File: config.mk
export PLATFORM = sky130hd
export DESIGN_NAME = approx_err_monitor
export DESIGN_NICKNAME = d
export VERILOG_FILES = /design/src/rtl/approx_err_monitor.sv
export SDC_FILE = /design/constraint.sdc
export NUM_CORES = 1
export LEC_CHECK = 0
export CORE_AREA = 5 5 144 146
export CTS_CLUSTER_DIAMETER = 200
export CTS_CLUSTER_SIZE = 8
export DETAILED_ROUTE_END_ITERATION = 8
export DIE_AREA = 0 0 149 151
export PLACE_DENSITY = 0.66
export RECOVER_POWER = 50
export SLEW_MARGIN = 40
export SYNTH_ARGS = -nofsm -noshare
export SYNTH_HDL_FRONTEND = slang
export SYNTH_SLANG_ARGS = --single-unit
File: constraint.sdc
create_clock -name clk -period 7 [get_ports clk]
set_clock_uncertainty 0.05 [all_clocks]
set_input_delay 1.4 -clock clk [delete_from_list [all_inputs] [get_ports clk]]
set_output_delay 1.4 -clock clk [all_outputs]
set_load 0.01 [all_outputs]
File: src/rtl/approx_err_monitor.sv
// approx_err_monitor
//   Measures the accuracy of an approximate adder over a window of
//   N = 2**LOG2_N accepted samples. For each sample, the exact sum in1+in2 is
//   computed. Its absolute distance from approx_out is then accumulated through
//   a two-stage pipeline. At the end of the window the block reports:
//     - the mean absolute error, as a truncating divide by N;
//     - the worst-case absolute error;
//     - the number of samples that had a nonzero error.
//
// Ports
//   clk, rst_n         : rising-edge clock, synchronous active-low reset
//   start              : begin a window (only honoured in IDLE)
//   in_valid, in_ready : sample handshake; a sample is taken when both are 1
//   in1, in2           : operands fed to the approximate adder (WIDTH bits)
//   approx_out         : approximate adder result (WIDTH+1 bits)
//   busy               : window running or draining
//   done               : one-cycle pulse, results valid and updated
//   mae, max_err       : mean / max absolute error of the last window
//   err_count          : samples with nonzero error in the last window
module approx_err_monitor #(
  parameter int WIDTH  = 16,
  parameter int LOG2_N = 8
) (
  input  logic              clk,
  input  logic              rst_n,
  input  logic              start,
  input  logic              in_valid,
  output logic              in_ready,
  input  logic [WIDTH-1:0]  in1,
  input  logic [WIDTH-1:0]  in2,
  input  logic [WIDTH:0]    approx_out,
  output logic              busy,
  output logic              done,
  output logic [WIDTH:0]    mae,
  output logic [WIDTH:0]    max_err,
  output logic [LOG2_N:0]   err_count
);

  localparam int EW = WIDTH + 1;           // error / sum width
  localparam int AW = WIDTH + 1 + LOG2_N;  // N errors of EW bits cannot overflow
  localparam int N  = 1 << LOG2_N;
  localparam logic [LOG2_N:0] LAST = (LOG2_N+1)'(N - 1);

  typedef enum logic [1:0] {IDLE, RUN, DRAIN, DONE} state_t;

  state_t           state;
  logic [LOG2_N:0]  n_acc;      // samples accepted in this window
  logic             drain_cnt;  // DRAIN spans exactly two cycles
  logic             s1_vld;
  logic [EW-1:0]    s1_err;
  logic [AW-1:0]    acc;
  logic [EW-1:0]    max_r;
  logic [LOG2_N:0]  nz_cnt;

  logic             accept;
  logic [EW-1:0]    exact;
  logic [EW-1:0]    abs_err;

  // n_acc never reaches N while in RUN because the Nth accept leaves RUN.
  // The MSB term still keeps in_ready low if that assumption is ever broken.
  assign in_ready = (state == RUN) && !n_acc[LOG2_N];
  assign busy     = (state == RUN) || (state == DRAIN);
  assign accept   = in_valid && in_ready;

  // The exact sum carries into bit WIDTH, so the error never truncates.
  always_comb begin
    exact   = {1'b0, in1} + {1'b0, in2};
    abs_err = (exact >= approx_out) ? (exact - approx_out) : (approx_out - exact);
  end

  // Stage 1: register the per-sample absolute error.
  always_ff @(posedge clk) begin
    if (!rst_n) begin
      s1_vld <= 1'b0;
      s1_err <= '0;
    end else begin
      s1_vld <= accept;
      if (accept) s1_err <= abs_err;
    end
  end

  // Control FSM plus stage 2 (accumulate / max / nonzero count).
  always_ff @(posedge clk) begin
    if (!rst_n) begin
      state     <= IDLE;
      n_acc     <= '0;
      drain_cnt <= 1'b0;
      acc       <= '0;
      max_r     <= '0;
      nz_cnt    <= '0;
      done      <= 1'b0;
      mae       <= '0;
      max_err   <= '0;
      err_count <= '0;
    end else begin
      done <= 1'b0;

      if (s1_vld) begin
        acc <= acc + AW'(s1_err);
        if (s1_err > max_r) max_r <= s1_err;
        if (|s1_err) nz_cnt <= nz_cnt + 1'b1;
      end

      case (state)
        IDLE: begin
          // The pipeline is empty in IDLE, so clearing here cannot race stage 2.
          if (start) begin
            state  <= RUN;
            n_acc  <= '0;
            acc    <= '0;
            max_r  <= '0;
            nz_cnt <= '0;
          end
        end
        RUN: begin
          if (accept) begin
            n_acc <= n_acc + 1'b1;
            if (n_acc == LAST) begin
              state     <= DRAIN;
              drain_cnt <= 1'b0;
            end
          end
        end
        DRAIN: begin
          // Cycle 1: the last sample moves from stage 1 into acc.
          // Cycle 2: acc is final, so publish the results.
          if (drain_cnt) begin
            state     <= DONE;
            done      <= 1'b1;
            mae       <= acc[LOG2_N +: EW];
            max_err   <= max_r;
            err_count <= nz_cnt;
          end else begin
            drain_cnt <= 1'b1;
          end
        end
        DONE: state <= IDLE;
        default: state <= IDLE;
      endcase
    end
  end

endmodule

## Word level (Yosys, flattened, before mapping)

Index checks and enable logic that the tools add are counted.

- Flip-flop bits (word level): 125
- Input bits: 53
- Output and inout bits: 46
- Word-level logic and storage cells: 65

- $add $sub $neg: 6
- Order comparisons: 2
- Equal/unequal tests: 8
- Multiplexer cells: 24
- Reductions and logical operators: 13

Operators with widths:

| kind | number |
|---|---|
| 2-to-1 mux 17 bit | 5 |
| 2-to-1 mux 25 bit | 3 |
| 2-to-1 mux 9 bit | 6 |
| subtractor 17 bit | 2 |
| adder 25 x 17 -> 25 bit | 1 |
| adder 9 x 1 -> 9 bit (second input constant) | 2 |
| case mux 9 bit (2 select lines) | 1 |
| adder 16 x 16 -> 17 bit | 1 |
| greater-or-equal comparator 17 bit | 1 |
| > comparator 17 bit | 1 |
| OR reduction 17 bit | 1 |
| equality test 9 x 8 -> 1 bit (second input constant) | 1 |
| 2-to-1 mux 2 bit | 4 |
| case mux 2 bit (4 select lines) | 1 |
| != test 2 bit (second input constant) | 3 |
| AND reduction 3 bit | 2 |
| equality test 2 bit (second input constant) | 2 |
| AND reduction 2 bit | 2 |
| AND reduction 4 bit | 1 |
| nonzero test 2 bit | 2 |
| 2-to-1 mux 1 bit | 3 |
| equality test 2 x 1 -> 1 bit (second input constant) | 1 |
| logical AND 1 bit | 2 |
| logical NOT 2 bit | 1 |
| 4 further kinds | 4 |

## Logic depth before layout (Yosys ltp)

Gate-level depths: netlist of the first run.

- Depth after elaboration: 5
- Mapped depth: 20
- Mapped depth without buffers: 19

## Least setup slack after synthesis of the first run

No wires, ideal clock.

- Path kind: in2reg
- Start: in in1[0]
- End: reg s1_err[16]
- Setup time: 0.120 ns
- Arrival time: 5.272 ns
- Required time: 6.830 ns
- Setup slack: 1.558 ns
- Stages on the path: 18
- Buffers on the path: 0
- Path through: ha_1 > fa_1 > a21o_1 > a21oi_1 > o21ai_0 > nand2_1 > o21ai_0 > o41ai_1 > o211a_1 > xnor2_1 > ha_1 > nand4_2 > nor4_4 > o22ai_2 > nand2_2 > mux2_2 > a21o_1 > a211o_1

- Word-level cells in the longest chain between the ends: 3
- Elaborated cells between the ends (all ways): 5
- Those cells by class: 3 x add/sub; 1 x order compare; 1 x mux

RTL lines:

| item | RTL line | RTL |
|---|---|---|
| start: declaration | 29 | `input logic [WIDTH-1:0] in1,` |
| adder 16 x 16 -> 17 bit * | 67 | `exact = {1'b0, in1} + {1'b0, in2};` |
| subtractor 17 bit or greater-or-equal comparator 17 bit (tied branches) | 68 | `abs_err = (exact >= approx_out) ? (exact - approx_out) : (approx_out - exact);` |
| 2-to-1 mux 17 bit * | 68 |  |
| end signal: assignment | 78 | `if (accept) s1_err <= abs_err;` |
| end: declaration | 50 | `logic [EW-1:0] s1_err;` |

Mark *: on every way between the ends. The rest lies on a longest branch, timed or not.
A chain may end at the register's enable or synchronous reset.

## Worst setup path in the final report of the first run

Same ends and word-level chain as after synthesis.

==> reports/metrics.cfg, run 1 <==
[logic_synthesis]
synth_nets = 1205
synth_xor_area_frac = 0.04730
yosysSeqAreaShare = 0.2938
syn_area_per_cell_um2 = 8.050
synthArstFlopShare = 0
yosys.area_share.simple = 0.1964
synth_top_family_by_area = compound AO/OA/AOI/OAI gates
netlist_area_mm2 = 0.008517
ys_seq_elements = 125
yosysWarnings = 0
synth_adder_area_share = 0.1416
synthMuxAreaShare = 0.03041
synth_edf_count = 0
synth_compound_area_frac = 0.2340
synthFlopType = dfxtp_1
syn_inst = 1058
netlist-cell-type-count = 77

[clocking]
cts_setup_buffers = 0
cts_buffer_depth = 2
cts_sinks = 125
cts_buffers = 17
cts_tree = built
worstSkewPairLatency_ps = 420
cts_resized = 0
clockRootBuffer = clkbuf_16
ctsHoldBuffers = 0
clk_pin_slew_ps = 60
htree_levels = 4

[finish]
area_delta_synth_final_pct = 20.21
multi_input_area_mm2 = 0.005535
fin_nets = 1281
mostFrequentLayoutCells = 127 x nand2_1, 125 x dfxtp_1, 124 x a21oi_1
regArea_mm2 = 0.002502
instances_no_fill = 1412
n_antenna_cell = 0
fin_area_mm2 = 0.01024
drive_gt1_frac = 0.06888
layout_commonest_cell = nand2_1
post-route-util = 0.5313
fillCellCount = 1862

[routing]
routed_wl_mm = 20.49
num_vias = 7564
dr.pass1.iters = 7
final_antenna_net_count = 0
wl_per_cell_um = 14.51
drc = 0
dr.first_iter.drc_count = 475
via_per_inst = 5.357

[die]
die_w_um = 149
die_area_mm2 = 0.02250
row_count = 51
core-area_mm2 = 0.01927
io_pins = 99
start_util = 0.4420
die_h_um = 151

[worst_setup_path]
crit_chain = clkdlybuf4s50_1, ha_1, fa_1, a21o_1, a21oi_1, o21ai_0, nand2_1, o21ai_0, o41ai_1, o211a_1, xnor2_1, ha_1, a21o_1, a211o_1, o22ai_2, nand2_2, mux2_2, a21o_1, a211o_1
crit_path_top_delay_cell = o41ai_1
crit_arrival_ps = 6340
end_kind = flip-flop
ff2ff_setup_slack_ps = 3790
worst-path-max-fanout = 11
critical_path_required_ps = 7250
cpMostUsedCell = a21o_1
r2r-end = acc[16]
max_stage_delay_ps = 460
critPathLaunch = in1[0]
rr_worst_depth = 8
start_kind = input port
r2r_start = state[0]
crit_type = in2reg

[timing]
period_minus_slack_ps = 6087
tns_ps = 0
relSlewSlack = -0.5217
finalSetupViolCount = 0
worst_slack_ps = 913.3
hold_violations = 0
slew_violations = 51
fin_crit_sh = 0.8695
whs_ps = 397.0
fmax_mhz = 164.3
rsz0062_at_grt = no
worstMarginPinSlew_ps = 2283

[min_path]
holdPathStages = 2
hold_path.class = reg2reg
hp-start = max_err[6]
hold_end = max_err[6]

[power_and_ir_drop]
leakage_nw = 4.178
total_power_mw = 2.675
power_density_mw_per_mm2 = 261.2
peakVddDrop_mv = 0.1338

[global_routing]
grt_pass1_vias = 7332
grt_usage = 0.1872
grt_pass1_wl_mm = 34.98
grt_start_max_net_pins = 68
grt-ovfl-total = 0
antenna_found_initial = 0

[run]
cap_violations = 1

[status]
status = finished, violations left
violations = max-capacitance violations, max-slew violations

[placement]
dp_hpwl_mm = 15.51
place_ws_ps = 495.9
placed_cell_area_mm2 = 0.009659
gp_congestion = 0.9307
placedCellCount = 1380
port_buffers = 98

[area by class of cell]
| cell class | count | share of cell area |
|---|---|---|
| Clock inverter | 13 | 0.01369 |
| Clock buffer | 19 | 0.04326 |
| Tap cell | 265 | 0.03238 |
| Timing Repair Buffer | 105 | 0.1003 |
| Sequential cell | 125 | 0.2444 |
| Inverter | 69 | 0.02530 |
| Multi-Input combinational cell | 816 | 0.5406 |
[worst max-delay path by stage]
stage	slack, ps	to	cells after the start
detailed placement	500	s1_err[16]	19
finish	910	s1_err[16]	19
floorplan	1560	s1_err[16]	18
CTS	920	s1_err[16]	19
global route	520	s1_err[16]	20
global placement	550	s1_err[15]	21
[per-layer routing]
layer  track usage  share of wire
met1        0.2383           0.45
met3       0.03860          0.053
met5             0              0
met4       0.06819          0.021
met2        0.3146           0.47
[sequential cells by signal, summed over array words and instances, names as in the netlist]
register / cells
acc: 25
done: 1
drain_cnt: 1
err_count: 9
mae: 17
max_err: 17
max_r: 17
n_acc: 9
nz_cnt: 9
s1_err: 17
s1_vld: 1
state: 2
[cell usage after synthesis (4+ instances only)]
cell type    n  area (um2)
a31o_2       5       43.79
and2_1       4       25.02
o21ai_0     53       265.3
nand2b_1     7       43.79
inv_1       69       259.0
xor2_1      15       131.4
fa_1         4       80.08
buf_1        7       26.28
or3_1       21       131.4
nand4_1     18       112.6
a211o_1      8       70.07
nor2b_1      4       25.02
o21bai_1     5       37.54
nand2_1    127       476.7
xnor2_1     31       271.5
mux2i_1     21       210.2
and3_1      14       87.58
a21oi_1    124       620.6
a211oi_1    15       112.6
nand3_1     43       215.2
nor4_1       5       31.28
a21o_1      17       127.6
nor2_1      70       262.8
o21a_1      11       82.58
buf_4        6       45.04
dfxtp_1    125        2502
nor3_1      17       85.08
o21ai_1      8       40.04
o211ai_1     5       37.54
ha_1        90        1126
clkbuf_1    30       112.6
a31oi_1      9       56.30
a21boi_0     4       30.03
[where the power goes]
part	leakage (nW)	switching (mW)	internal, mW	total (mW)
Combinational	2.89	0.605	0.401	1.01
Clock	0.276	0.328	0.534	0.863
Sequential	1.01	0.0588	0.748	0.806
[worst max-delay path, delay by kind of cell]
family	cells	cell delay (ps)
compound gates	11	2810
fa+ha+maj	3	970
buf+inv	1	400
xor+xnor	1	130
simple gates	2	280
mux	1	340
[cell families after synthesis]
group	count (synthesis)
AO/OA/AOI/OAI	304
buffers and inverters	117
XOR/XNOR	46
multiplexers	25
adder cells (fa/ha/maj)	94
AND/OR/NAND/NOR	347
flip-flops	125
Power figures use the tool's default switching activity.
==> run 2: changes to the inputs <==
--- a/config.mk
+++ b/config.mk
@@ -10,8 +10,10 @@
 export CTS_CLUSTER_SIZE = 8
 export DETAILED_ROUTE_END_ITERATION = 8
 export DIE_AREA = 0 0 149 151
+export HOLD_SLACK_MARGIN = 0.1
 export PLACE_DENSITY = 0.66
 export RECOVER_POWER = 50
+export REMOVE_ABC_BUFFERS = 1
 export SLEW_MARGIN = 40
 export SYNTH_ARGS = -nofsm -noshare
 export SYNTH_HDL_FRONTEND = slang
==> constraint.sdc (replaced) <==
create_clock -name clk -period 7.44 [get_ports clk]
set_clock_uncertainty 0.05 [all_clocks]
set_input_delay 1.488 -clock clk [delete_from_list [all_inputs] [get_ports clk]]
set_output_delay 1.488 -clock clk [all_outputs]
set_load 0.01 [all_outputs]
==> run 2 against run 1 <==
Register-to-register slack better by 360 ps. Combinational power is 4% lower. Wire length grew 1.4%. Cell area up 0.53%. Sequential share of layout area is 0.13 points lower. Sequential power down 6.7%. Critical path depth stayed put. Global-route usage down 0.052 points. Via count rose by 1.7%. Utilization grew 0.28 points. Largest power group unchanged. Flip-flop and latch count is the same. The run still ends with max-capacitance violations, max-slew violations left.
==> reports/metrics.cfg, run 2 (synthesized netlist as in run 1, its figures left out) <==
[status]
violations = max-capacitance violations, max-slew violations
status = finished, violations left

[routing]
dr.pass1.iters = 5
routed_wl_mm = 20.78
num_vias = 7695
via_per_inst = 5.450
final_antenna_net_count = 0
drc = 0
dr.first_iter.drc_count = 451
wl_per_cell_um = 14.71

[die]
start_util = 0.4420
io_pins = 99
core-area_mm2 = 0.01927
die_h_um = 151
die_area_mm2 = 0.02250
row_count = 51
die_w_um = 149

[worst_setup_path]
end_kind = flip-flop
worst-path-max-fanout = 15
critical_path_required_ps = 7690
start_kind = input port
crit_type = in2reg
critPathLaunch = in1[0]
r2r_start = state[0]
crit_arrival_ps = 6570

[timing]
fin_crit_sh = 0.8490
tns_ps = 0
relSlewSlack = -1.085
slew_violations = 119
rsz0062_at_grt = no
worst_slack_ps = 1124
period_minus_slack_ps = 6316
finalSetupViolCount = 0
hold_violations = 0
fmax_mhz = 158.3
worstMarginPinSlew_ps = 3127

[placement]
place_ws_ps = 713.2
gp_congestion = 0.9091
dp_hpwl_mm = 15.59
port_buffers = 98

[power_and_ir_drop]
power_density_mw_per_mm2 = 253.0
netSwitchingFraction = 0.3626
p_int_mw = 1.660
pwr-share-seq = 0.289
switchingPower_uw = 943.9
peakVddDrop_mv = 0.1634
pwr-share-clk = 0.339
combPwrFrac = 0.372
leakage_nw = 4.089

[clocking]
cts_sinks = 125
cts_buffer_depth = 2
worstSkewPairLatency_ps = 420
clockRootBuffer = clkbuf_16
cts_setup_buffers = 0
clk_pin_slew_ps = 60
ctsHoldBuffers = 0
cts_buffers = 17
cts_tree = built
cts_resized = 0
htree_levels = 4

[global_routing]
grt_start_max_net_pins = 68
grt_pass1_wl_mm = 34.60
antenna_found_initial = 0
grt-ovfl-total = 0
grt_usage = 0.1867
grt_pass1_vias = 7175

[finish]
regMostFlops = acc
mostFrequentLayoutCells = 127 x nand2_1, 125 x dfxtp_1, 124 x a21oi_1
multi_input_area_mm2 = 0.005535
layout_commonest_cell = nand2_1
fillCellCount = 1878
largest_register_ffs = 25
fin_nets = 1281
drive_gt1_frac = 0.06800
regArea_mm2 = 0.002502
n_antenna_cell = 0
area_delta_synth_final_pct = 20.85

[min_path]
hp-start = max_err[2]
hold_path.class = reg2reg

[run]
cap_violations = 2

[run 2: cell types whose count changed in the layout (fill, tap and decap cells not counted), sizes merged]
cell | previous run | this run
bufinv | 2 | 4
clkinvlp | 4 | 2
clkbuf | 20 | 22
inv | 72 | 69
clkdlybuf4s50 | 53 | 84
dlygate4sd3 | 45 | 14
clkinv | 4 | 7
buf | 6 | 4
[run 2: per-stage QoR]
step	hold WS, ps	power, mW	std cells	utilization	area (um2)
floorplan	389.1	1.456	1010	-	8295
global placement	392.5	1.720	1380	0.5013	9661
detailed placement	395.9	1.728	1380	0.5014	9662
CTS	403.8	2.619	1412	0.5347	10300
global route	419.3	2.763	1412	0.5341	10290
finish	399.8	2.603	1412	0.5341	10290
[run 2: layout make-up]
cell class / count / area share
Clock inverter: 13 / 0.01836
Multi-Input combinational cell: 816 / 0.5378
Tap cell: 265 / 0.03221
Sequential cell: 125 / 0.2431
Clock buffer: 19 / 0.04401
Timing Repair Buffer: 105 / 0.09932
Inverter: 69 / 0.02516
[run 2: worst max-delay path, stage by stage]
cell and delay, ps:
clkdlybuf4s50_1 400, ha_1 220, fa_1 410, a21o_1 170
a21oi_1 270, o21ai_0 180, nand2_1 80, o21ai_0 130
o41ai_1 450, o211a_1 270, xnor2_1 130, ha_1 340
a21o_1 210, a211o_1 320, o22ai_2 470, nand2_2 240
mux2_2 350, a21o_1 160, a211o_1 240
[run 2: path summary, 6_finish.rpt]
kind | endpoint | slack, ps | cells past startpoint
worst min-delay path | max_err[2] | 400 | 2
worst max-delay path | s1_err[16] | 1120 | 19
worst min register to register | max_err[2] | 400 | 2
worst max register to register | acc[16] | 4150 | 8
[run 2: per-layer routing]
metal  GRT usage  share of wire
met3     0.02902          0.040
met5           0              0
met1      0.2393           0.47
met2      0.3179           0.47
met4     0.07002          0.019
[run 2: power groups by stage]
| stage | Sequential, mW | Combinational (mW) | Clock (mW) |
|---|---|---|---|
| final | 0.752 | 0.970 | 0.882 |
| after global routing | 0.757 | 1.07 | 0.932 |
| after CTS | 0.751 | 0.968 | 0.900 |
| after detailed placement | 0.764 | 0.964 | 0 |
| after global placement | 0.764 | 0.957 | 0 |
| after floorplan | 0.750 | 0.706 | 0 |
